**src/rtl/scan_seq_pkg.sv**
```systemverilog
// Shared types and sizing helpers for the scan-test sequencer.
// Holds the FSM state encoding, the default chain length and the counter-width function.
package scan_seq_pkg;

  typedef enum logic [1:0] {
    IDLE    = 2'd0,
    SHIFT   = 2'd1,
    CAPTURE = 2'd2,
    FINISH  = 2'd3
  } state_t;

  localparam int DEF_CHAIN_LEN = 32;

  // Bits needed to hold a count from 0 up to and including n.
  function automatic int cnt_width(input int n);
    return $clog2(n + 1);
  endfunction

endpackage

```
**src/rtl/scan_seq_ctrl.sv**
```systemverilog
// Scan-test session sequencer: streams stimulus bits into a scan chain, pulses
// capture, and streams response bits out while the next pattern loads.
module scan_seq_ctrl
  import scan_seq_pkg::*;
#(
  parameter int CHAIN_LEN = DEF_CHAIN_LEN,
  parameter int CNT_W     = 8
) (
  input  logic             CLK,
  input  logic             RST,
  input  logic             START,
  input  logic [CNT_W-1:0] PAT_CNT,
  input  logic             PI_VALID,
  input  logic             PI_DATA,
  output logic             PI_READY,
  output logic             SO_VALID,
  output logic             SO_DATA,
  input  logic             SO_READY,
  output logic             SE,
  output logic             SI,
  input  logic             SO,
  output logic             SCLK_EN,
  output logic             BUSY,
  output logic             DONE
);

  localparam int             SCW       = cnt_width(CHAIN_LEN);
  localparam logic [SCW-1:0] LAST_BEAT = SCW'(CHAIN_LEN - 1);

  state_t           state_q, state_d;
  logic [SCW-1:0]   shift_cnt_q, shift_cnt_d;
  logic [CNT_W-1:0] pat_rem_q, pat_rem_d;
  logic             load_q, load_d;
  logic             unload_q, unload_d;
  logic             beat;

  always_ff @(posedge CLK) begin
    if (RST) begin
      state_q     <= IDLE;
      shift_cnt_q <= '0;
      pat_rem_q   <= '0;
      load_q      <= 1'b0;
      unload_q    <= 1'b0;
    end else begin
      state_q     <= state_d;
      shift_cnt_q <= shift_cnt_d;
      pat_rem_q   <= pat_rem_d;
      load_q      <= load_d;
      unload_q    <= unload_d;
    end
  end

  // Outputs are decoded from the current state plus the live handshake inputs,
  // so a stall freezes every register simply by producing no beat.
  always_comb begin
    state_d     = state_q;
    shift_cnt_d = shift_cnt_q;
    pat_rem_d   = pat_rem_q;
    load_d      = load_q;
    unload_d    = unload_q;
    beat        = 1'b0;
    PI_READY    = 1'b0;
    SO_VALID    = 1'b0;
    SO_DATA     = 1'b0;
    SE          = 1'b0;
    SI          = 1'b0;
    SCLK_EN     = 1'b0;
    BUSY        = 1'b0;
    DONE        = 1'b0;

    case (state_q)
      IDLE: begin
        if (START) begin
          if (PAT_CNT != '0) begin
            pat_rem_d   = PAT_CNT;
            load_d      = 1'b1;
            unload_d    = 1'b0;
            shift_cnt_d = '0;
            state_d     = SHIFT;
          end else begin
            state_d = FINISH;
          end
        end
      end

      SHIFT: begin
        BUSY     = 1'b1;
        SE       = 1'b1;
        beat     = (!load_q || PI_VALID) && (!unload_q || SO_READY);
        SCLK_EN  = beat;
        PI_READY = load_q && (!unload_q || SO_READY);
        SO_VALID = unload_q && (!load_q || PI_VALID);
        SO_DATA  = SO;
        SI       = load_q && PI_DATA;
        if (beat) begin
          if (shift_cnt_q == LAST_BEAT) begin
            shift_cnt_d = '0;
            state_d     = load_q ? CAPTURE : FINISH;
          end else begin
            shift_cnt_d = shift_cnt_q + SCW'(1);
          end
        end
      end

      // The pattern just loaded is consumed here, so another load follows only
      // if more than one pattern was outstanding on entry.
      CAPTURE: begin
        BUSY      = 1'b1;
        SCLK_EN   = 1'b1;
        pat_rem_d = pat_rem_q - CNT_W'(1);
        unload_d  = 1'b1;
        load_d    = (pat_rem_q > CNT_W'(1));
        state_d   = SHIFT;
      end

      FINISH: begin
        BUSY     = 1'b1;
        DONE     = 1'b1;
        load_d   = 1'b0;
        unload_d = 1'b0;
        state_d  = IDLE;
      end

      default: begin
        state_d = IDLE;
      end
    endcase
  end

endmodule

```
**config.mk**
```make
export PLATFORM = sky130hd
export DESIGN_NAME = scan_seq_ctrl
export DESIGN_NICKNAME = d
export VERILOG_FILES = /design/src/rtl/scan_seq_pkg.sv /design/src/rtl/scan_seq_ctrl.sv
export SDC_FILE = /design/constraint.sdc
export NUM_CORES = 1
export LEC_CHECK = 0
export CAP_MARGIN = 20
export CORE_MARGIN = 2
export CORE_UTILIZATION = 47
export CTS_CLUSTER_DIAMETER = 200
export DETAILED_ROUTE_END_ITERATION = 8
export GPL_ROUTABILITY_DRIVEN = 0
export PLACE_DENSITY_LB_ADDON = 0.2
export SYNTH_ARGS = -nofsm -noshare
export SYNTH_HDL_FRONTEND = slang
export SYNTH_SLANG_ARGS = --single-unit
```
**constraint.sdc**
```tcl
create_clock -name CLK -period 1.78 [get_ports CLK]
set_input_delay 0.445 -clock CLK [delete_from_list [all_inputs] [get_ports CLK]]
set_output_delay 0.445 -clock CLK [all_outputs]
set_load 0.05 [all_outputs]
```
# Word level (Yosys, flattened, before mapping)
# Index checks and enable logic that the tools add are counted.
op_classes:
  reduce_logical: 18
  eq_ne: 8
  bitwise: 0
  shift: 0
  n_lt_le_gt_ge: 1
  multipliers: 0
  div_mod_pow: 0
  mux: 28
  add_sub_neg: 2
ops:
  columns: ["op", "n"]
  rows:
  - ["6-bit 2-to-1 mux", 4]
  - ["8-bit 2-to-1 mux", 2]
  - ["8-bit one-hot mux with 2 select lines", 1]
  - ["1-bit 2-to-1 mux", 12]
  - ["6-bit one-hot mux with 2 select lines", 1]
  - ["3-bit AND reduction", 3]
  - ["8-bit by 1-bit greater-than comparator with 1-bit output, second input constant", 1]
  - ["2-bit 2-to-1 mux", 4]
  - ["2-bit != test, second input constant", 4]
  - ["2-bit one-hot mux with 4 select lines", 1]
  - ["8-bit nonzero test", 1]
  - ["8-bit by 1-bit subtractor with 8-bit output, second input constant", 1]
  - ["6-bit by 1-bit adder with 6-bit output, second input constant", 1]
  - ["6-bit by 5-bit equality test with 1-bit output, second input constant", 1]
  - ["1-bit one-hot mux with 3 select lines", 2]
  - ["2-bit equality test, second input constant", 2]
  - ["1-bit logical AND", 4]
  - ["4-bit AND reduction", 1]
  - ["2-bit nonzero test", 2]
  - ["3-bit nonzero test", 1]
  - ["3-bit OR reduction", 1]
  - ["2-bit by 1-bit equality test with 1-bit output, second input constant", 1]
  - ["1-bit logical NOT", 2]
  - ["2-bit logical NOT", 1]
  - ["other kinds (2)", 3]
totals:
  latch_bits: 0
  regBits: 18
  out_inout_bits: 8
  n_memories: 0
  rom_bits: 0
  mem_bits_rw: 0

# Depth between registers and ports, before layout
# Gate-level depths: netlist (run 1).
logic_depth:
  depth_word: 5
  depth_mapped: 7
  ltp_nobuf: 6

# Least setup slack after synthesis (run 1)
# No wires, ideal clock.
synth_timing:
  path_type: "flip-flop to output port"
  startpoint: "reg state_q[1]"
  endpoint: "out SCLK_EN"
  t_arrival_ns: 2.457
  setup_slack_ns: -1.122
  path_stages_with_launch: 6
  cell_sequence: "dfxtp_1 inv_1 ha_1 buf_2 nand3_1 a21boi_0"
synth_via:
  elab_chain_cells: 2
synth_rtl:
  columns: ["element", "line_no", "rtl"]
  rows:
  - ["from (decl)", "scan_seq_ctrl.sv:30", "state_t state_q, state_d;"]
  - ["from (signal assigned)", "scan_seq_ctrl.sv:45", "state_q <= state_d;"]
  - ["2-bit equality test or 2-bit by 1-bit equality test with 1-bit output (tied branches)", "scan_seq_ctrl.sv:71", "case (state_q)"]
  - ["1-bit one-hot mux with 2 select lines *", "scan_seq_ctrl.sv:71", null]
  - ["to (decl)", "scan_seq_ctrl.sv:22", "output logic SCLK_EN,"]
# Mark *: on every way between the ends. The rest lies on a longest branch, timed or not.

# Worst setup path in the final report (run 1)
layout_timing:
  startpoint: "reg state_q[0]"
  endpoint: "out SCLK_EN"
# Same word-level chain as after synthesis.

==> reports/results.txt, run 1 <==
R2R Setup Slk -> 0 ns
Synth Register Bits -> 18
sw power -> 1690 uW
Hold WC Path Type -> flop to flop
sum of negative setup slack -> -0.0943 ns
max-cap violations -> 0
sequential standard cell area -> 364 um2
Post-DP Area -> 0.00181 mm2
critical setup path kind -> flop to output port
Reg clk slew, reported paths -> 0.11 ns
I/O Buffers -> 22
first-pass GRT wire length -> 6220 um
Max IR drop VDD -> 1450 uV
clock latency on the worst-skew pair -> 0.30 ns
Multi-input gate area -> 0.00104 mm2
Tmin final -> 1.84 ns
layout cells sized above 1 -> 34.8%
Die Ht -> 57.3 um
FF-to-FF End -> shift_cnt_q[5]$_SDFFE_PP0P_
DIE WIDTH -> 57.3 um
1st-pass router iterations -> 4
crit path max fanout -> 3
vias -> 1492
Syn Std Cell Area -> 0.00134 mm2
DR iter-0 viols -> 70
Reg2Reg Depth -> 7
Combinational Power Share -> 75.1%
Syn. warnings -> 0
drc violations -> 0
routed len/inst -> 17.2 um
Worst-Margin Slew -> 0.560 ns
diodes inserted -> 0
htree depth -> 1
Clock Skew -> 0.00111 ns
CP Cell Sequence -> inv_2 > buf_6 > ha_4 > a21boi_4 > buf_12
Critical Path Max Stage Delay -> 0.35 ns
Clk pwr share -> 6.2%
Vias/cell -> 6.35
RR Startpoint -> state_q[0]$_SDFFE_PP0P_
syn nets -> 182
Leak -> 0.000833 uW
post-synth top area share -> 26.9%
HP Start -> pat_rem_q[6]$_SDFFE_PP0P_
cells after synthesis -> 159
CP Capture Type -> output port
status -> finished, violations left
violated checks -> setup timing
Finished Cell Area -> 0.00203 mm2
vias in the first global route -> 1452
Synth Flop Type -> dfxtp_1
CTS tree -> built
fin crit share -> 104%
Max Buffers Root-to-Sink -> 2
Final Slew Violations -> 0
largest net degree at the start of global routing -> 17
register share of total power -> 18.7%
Slew HR -> 62.4%
Total GRT Usage -> 23.7%
Inserted Clock Buffers -> 3
GRT Residual Overflow -> 0
Internal -> 1860 uW
Die ar. -> 0.00329 mm2
Hold Fails Final Rpt -> 0
switching portion of total power -> 47.6%
slowest CP cell -> dfxtp_2
Worst EP arrival -> 1.40 ns
final setup violating endpoints -> 3
clock tree sinks -> 18
initial core utilization -> 48.9%
Synth async-reset ratio -> 0%
core area -> 0.00273 mm2
per-instance average area after synthesis -> 8.41 um2
FILL cells -> 207
row count -> 19
leading area contributor after synthesis -> dfxtp_1
Final Util -> 74.2%
Final nets -> 229
worst hold path depth -> 2
Detailed Place HPWL -> 2750 um
required time of the critical path -> 1.33 ns
synthesis-to-layout area growth -> 51.6%
initial antenna violation count -> 0
RSZ-0062 raised after global routing -> yes
largest cells by area after synthesis -> dfxtp_1, ha_1, and3_1, a21oi_1, inv_1
startpoint types -> flop
Post-synth EDFFs -> 0
final worst slack -> -0.0649 ns
synth unique cells -> 51
Total Routed Length -> 4040 um
Place WS -> -0.336 ns
remaining antenna violation count -> 0
Seq/Total Area, Yosys -> 26.9%
Fmax -> 542 MHz
CTS root buf -> clkbuf_4
I/O pin cnt -> 23
hold endpoint -> pat_rem_q[6]$_SDFFE_PP0P_
P per Cell Area -> 1750 mW/mm2
## critical path: cells and delay by family, from the launching register on
kind / cells / cell delay (ns)
AOI/OAI and AO/OA: 1 / 0.18
DFF: 1 / 0.35
adders and majority gates: 1 / 0.25
buffers and inverters: 3 / 0.31
## repair_timing
item / 4_1_cts / 5_1_grt
hold buffers: 0 / 0
pin swaps: 4 / 3
hold endpoints to repair: 0 / 0
gates resized for setup: 18 / 11
buffers inserted: 5 / 4
setup endpoints to repair: 11 / 20
gates cloned: 0 / 1
## kinds of logic after synthesis
kind of cell | Yosys count | share of synthesized area [%]
mux | 2 | 1.50
fa+ha+maj | 8 | 7.48
simple gates | 58 | 27.5
flops | 18 | 26.9
buf+inv | 19 | 6.36
compound gates | 54 | 30.2
## through the flow
stage | total power [uW] | hold WS, ns | std cells
after detailed placement | 2970 | 0.473 | 222
final | 3550 | 0.500 | 235
after global routing | 3740 | 0.505 | 235
after global placement | 2900 | 0.465 | 222
after CTS | 3380 | 0.488 | 230
after floorplan | 2110 | 0.449 | 159
## synthesized netlist by cell type, drive strengths merged, types with 2 or more instances
| cell type | number |
|---|---|
| a221oi | 3 |
| nor4 | 4 |
| a32o | 3 |
| nor2 | 9 |
| buf | 4 |
| dfxtp | 18 |
| nand2b | 5 |
| a211oi | 3 |
| nor3 | 6 |
| o2111ai | 3 |
| and3 | 9 |
| mux2i | 2 |
| nor4b | 3 |
| a31oi | 7 |
| nand4 | 2 |
| ha | 8 |
| inv | 12 |
| nand4b | 3 |
| a32oi | 2 |
| clkbuf | 3 |
| nor2b | 3 |
| o21ai | 9 |
| a21oi | 11 |
| nand2 | 6 |
| nand3 | 4 |
| a41o | 2 |
## layout by cell type (no fill, tap or decap), types with 3 or more instances in the layout
| cell | netlist | routed |
|---|---|---|
| a21oi_1 | 11 | 10 |
| buf_12 | 0 | 9 |
| ha_4 | 0 | 3 |
| ha_1 | 8 | 4 |
| nor2_1 | 9 | 8 |
| nand2b_1 | 5 | 3 |
| buf_4 | 1 | 23 |
| dfxtp_2 | 0 | 3 |
| inv_2 | 2 | 4 |
| nor4_1 | 3 | 3 |
| nor3_1 | 4 | 4 |
| a32o_1 | 3 | 3 |
| nand3_1 | 4 | 3 |
| nand4b_1 | 3 | 3 |
| o21ai_0 | 3 | 3 |
| dfxtp_1 | 18 | 15 |
| inv_1 | 10 | 8 |
| o21ai_1 | 6 | 6 |
| clkdlybuf4s50_1 | 0 | 10 |
| nand2_1 | 6 | 6 |
| a31oi_1 | 5 | 5 |
| and3_1 | 9 | 5 |
| clkbuf_4 | 0 | 3 |
| o2111ai_1 | 3 | 3 |
## power groups by stage
stage | sequential [uW] | clock [uW] | combinational (uW)
after floorplan | 640 | 0 | 1470
after global placement | 638 | 0 | 2260
after detailed placement | 650 | 0 | 2320
after CTS | 655 | 221 | 2510
after global routing | 682 | 227 | 2830
final | 665 | 219 | 2660
## metal layers
| metal | vias up | GRT usage [%] | part of all wire (%) |
|---|---|---|---|
| met3 | 14 | 3.17 | 5.8 |
| met1 | 707 | 26.1 | 41 |
| met4 | 0 | 13.3 | 2.8 |
| li1 | 712 | - | - |
| met2 | 59 | 43.2 | 51 |
| met5 | - | 0 | 0 |
## cell type report
class / instances / share of cell area [%]
Timing Repair Buffer: 48 / 25.5
Sequential cell: 18 / 18.0
Inverter: 12 / 2.22
Multi-Input combinational cell: 123 / 51.3
Clock buffer: 3 / 1.11
Tap cell: 31 / 1.91
## flip-flops by register name, indices dropped and copies added, names as in the netlist
name and cells:
load_q 1, pat_rem_q 8, shift_cnt_q 6, state_q 2, unload_q 1
## worst max path at each step
stage,slack [ns],endpoint,start
final,-0.06,SCLK_EN,state_q[0]$_SDFFE_PP0P_
after floorplan,-0.01,SCLK_EN,state_q[1]$_SDFFE_PP0P_
after detailed placement,-0.34,pat_rem_q[2]$_SDFFE_PP0P_,PAT_CNT[1]
after global placement,-0.33,state_q[1]$_SDFFE_PP0P_,PAT_CNT[1]
after CTS,-0.07,SCLK_EN,state_q[0]$_SDFFE_PP0P_
after global routing,-0.10,SCLK_EN,state_q[0]$_SDFFE_PP0P_
No activity file was read; power rests on OpenSTA's default activity.
==> run 2, diff against run 1 <==
CORE_UTILIZATION = 49   (was 47)
CTS_BUF_LIST = sky130_fd_sc_hd__clkbuf_8   (was unset)
==> run 2 against run 1 <==
The flow still finishes with violations (setup timing). Die area decreased by 3.8%. Combinational power about the same. Critical path type unchanged. Fmax up 1.2%. Flip-flop and latch count unchanged.
==> reports/results.txt, run 2 (synthesis gave the netlist of run 1 again) <==
Worst EP arrival -> 1.38 ns (-0.02 ns)
drc violations -> 0 (unchanged)
Vias/cell -> 6.45 (+1.5%)
Reg2Reg Depth -> 8 (+1)
Reg clk slew, reported paths -> 0.08 ns (-0.03 ns)
Tmin final -> 1.82 ns (-0.0214 ns)
fin crit share -> 102% (-1.2 points)
Fmax -> 548 MHz (+1.2%)
violated checks -> setup timing
core area -> 0.00252 mm2 (-7.7%)
startpoint types -> flop
final worst slack -> -0.0435 ns (+0.0214 ns)
routed len/inst -> 17.9 um (+4.3%)
I/O Buffers -> 22 (unchanged)
max-cap violations -> 0 (unchanged)
P per Cell Area -> 1820 mW/mm2 (+3.9%)
vias -> 1502 (+0.67%)
clock latency on the worst-skew pair -> 0.26 ns (-0.04 ns)
Slew HR -> 64.9% (+2.5 points)
GRT Residual Overflow -> 0 (unchanged)
first-pass GRT wire length -> 6980 um (+12%)
vias in the first global route -> 1413 (-2.7%)
I/O pin cnt -> 23 (unchanged)
Top reg by flops -> pat_rem_q
Die ar. -> 0.00316 mm2 (-3.8%)
biggest regs -> pat_rem_q (8), shift_cnt_q (6), state_q (2)
status -> finished, violations left
htree depth -> 1 (unchanged)
initial antenna violation count -> 0 (unchanged)
remaining antenna violation count -> 0 (unchanged)
worst hold path depth -> 2 (unchanged)
clock tree sinks -> 18 (unchanged)
placed insts -> 223 (+0.45%)
DR iter-0 viols -> 72 (+2.9%)
CTS tree -> built
Hold WC Path Type -> flop to flop
critical setup path kind -> flop to output port
Max IR drop VDD -> 1440 uV (-0.44%)
Final nets -> 227 (-0.87%)
Final Slew Violations -> 0 (unchanged)
synthesis-to-layout area growth -> 52.5%
Inserted Clock Buffers -> 3 (unchanged)
row count -> 18 (-1)
Final Util -> 80.9% (+6.7 points)
max reg flops -> 8 (unchanged)
FILL cells -> 146 (-29%)
Hold Fails Final Rpt -> 0 (unchanged)
sum of negative setup slack -> -0.0896 ns (+0.00465 ns)
final setup violating endpoints -> 4 (+1)
required time of the critical path -> 1.33 ns (about the same)
CTS root buf -> clkbuf_8
Total GRT Usage -> 27.8% (+4.1 points)
largest net degree at the start of global routing -> 11 (-6)
Total Routed Length -> 4180 um (+3.4%)
Max Buffers Root-to-Sink -> 2 (unchanged)
Worst-Margin Slew -> 0.521 ns (-0.0384 ns)
RSZ-0062 raised after global routing -> yes
DIE WIDTH -> 56.2 um (-1.9%)
diodes inserted -> 0 (unchanged)
Die Ht -> 56.2 um (-1.9%)
most common cell after layout, fill and taps aside -> buf_4
1st-pass router iterations -> 4 (unchanged)
CP Capture Type -> output port
layout cells sized above 1 -> 36.0% (+1.2 points)
Leak -> 0.000867 uW (+4.1%)
Clock Skew -> 0.00161 ns (+0.000506 ns)
crit path max fanout -> 2 (-1)
# hold bufs at CTS -> 0 (unchanged)
Place WS -> -0.325 ns (+0.0113 ns)
initial core utilization -> 53.0% (+4.1 points)
commonest cells after routing, fill and taps aside -> buf_4, dfxtp_1, a21oi_1
Layout Cells excl Fill -> 233 (-0.85%)
Detailed Place HPWL -> 2820 um (+2.6%)
run 2: cell count changes in the layout (fill, tap and decap cells not counted), sizes merged:
cell | previous run | this run
dlymetal6s2s | 2 | 4
buf | 34 | 33
a31oi | 8 | 7
clkbuf | 3 | 4
clkdlybuf4s50 | 10 | 5
dlygate4sd2 | 2 | 5
run 2: worst paths after layout:
kind                              from                        end  slack, ns
max            state_q[1]$_SDFFE_PP0P_                    SCLK_EN      -0.04
max reg2reg    state_q[1]$_SDFFE_PP0P_    state_q[0]$_SDFFE_PP0P_       0.01
min reg2reg  pat_rem_q[6]$_SDFFE_PP0P_  pat_rem_q[6]$_SDFFE_PP0P_       0.49
min          pat_rem_q[6]$_SDFFE_PP0P_  pat_rem_q[6]$_SDFFE_PP0P_       0.49
run 2: what timing repair did:
action	4_1_cts	5_1_grt
resized for setup	22	14
pin swaps	4	3
endpoints found under the hold margin	0	0
cloned	0	0
setup endpoints to repair	19	17
buffers inserted	7	0
run 2: through the flow:
step	hold slack [ns]	instance area, um2	power (uW)
after global placement	0.472	1810	2900
after CTS	0.493	2000	3560
final	0.492	2040	3710
after detailed placement	0.480	1810	2980
after global routing	0.512	2040	3930
after floorplan	0.449	1370	2110
run 2: area by class of cell:
type	instances	area, um2	share of cell area, %
timing repair buffer	47	499	24.5
clock buffer	4	55.1	2.70
sequential	18	363	17.8
inverter	12	47.5	2.33
multi-input combinational	122	1040	50.9
tap	30	37.5	1.84
run 2: metal layers:
metal / vias to the layer above / track usage, % / routed length, um
met2: 68 / 45.7 / 2020
met1: 715 / 37.5 / 1820
met5: - / 0 / 0
met4: 0 / 8.16 / 109
li1: 704 / - / -
met3: 15 / 3.95 / 229
run 2: report_power, final:
group | internal, uW | switching (uW)
sequential | 528 | 137
combinational | 1250 | 1440
clock | 197 | 155
run 2: worst max-delay path, stage by stage, from the launching register on:
cell	delay [ns]
dfxtp_2	0.36
inv_2	0.06
buf_6	0.12
ha_4	0.25
a21boi_4	0.18
buf_12	0.15
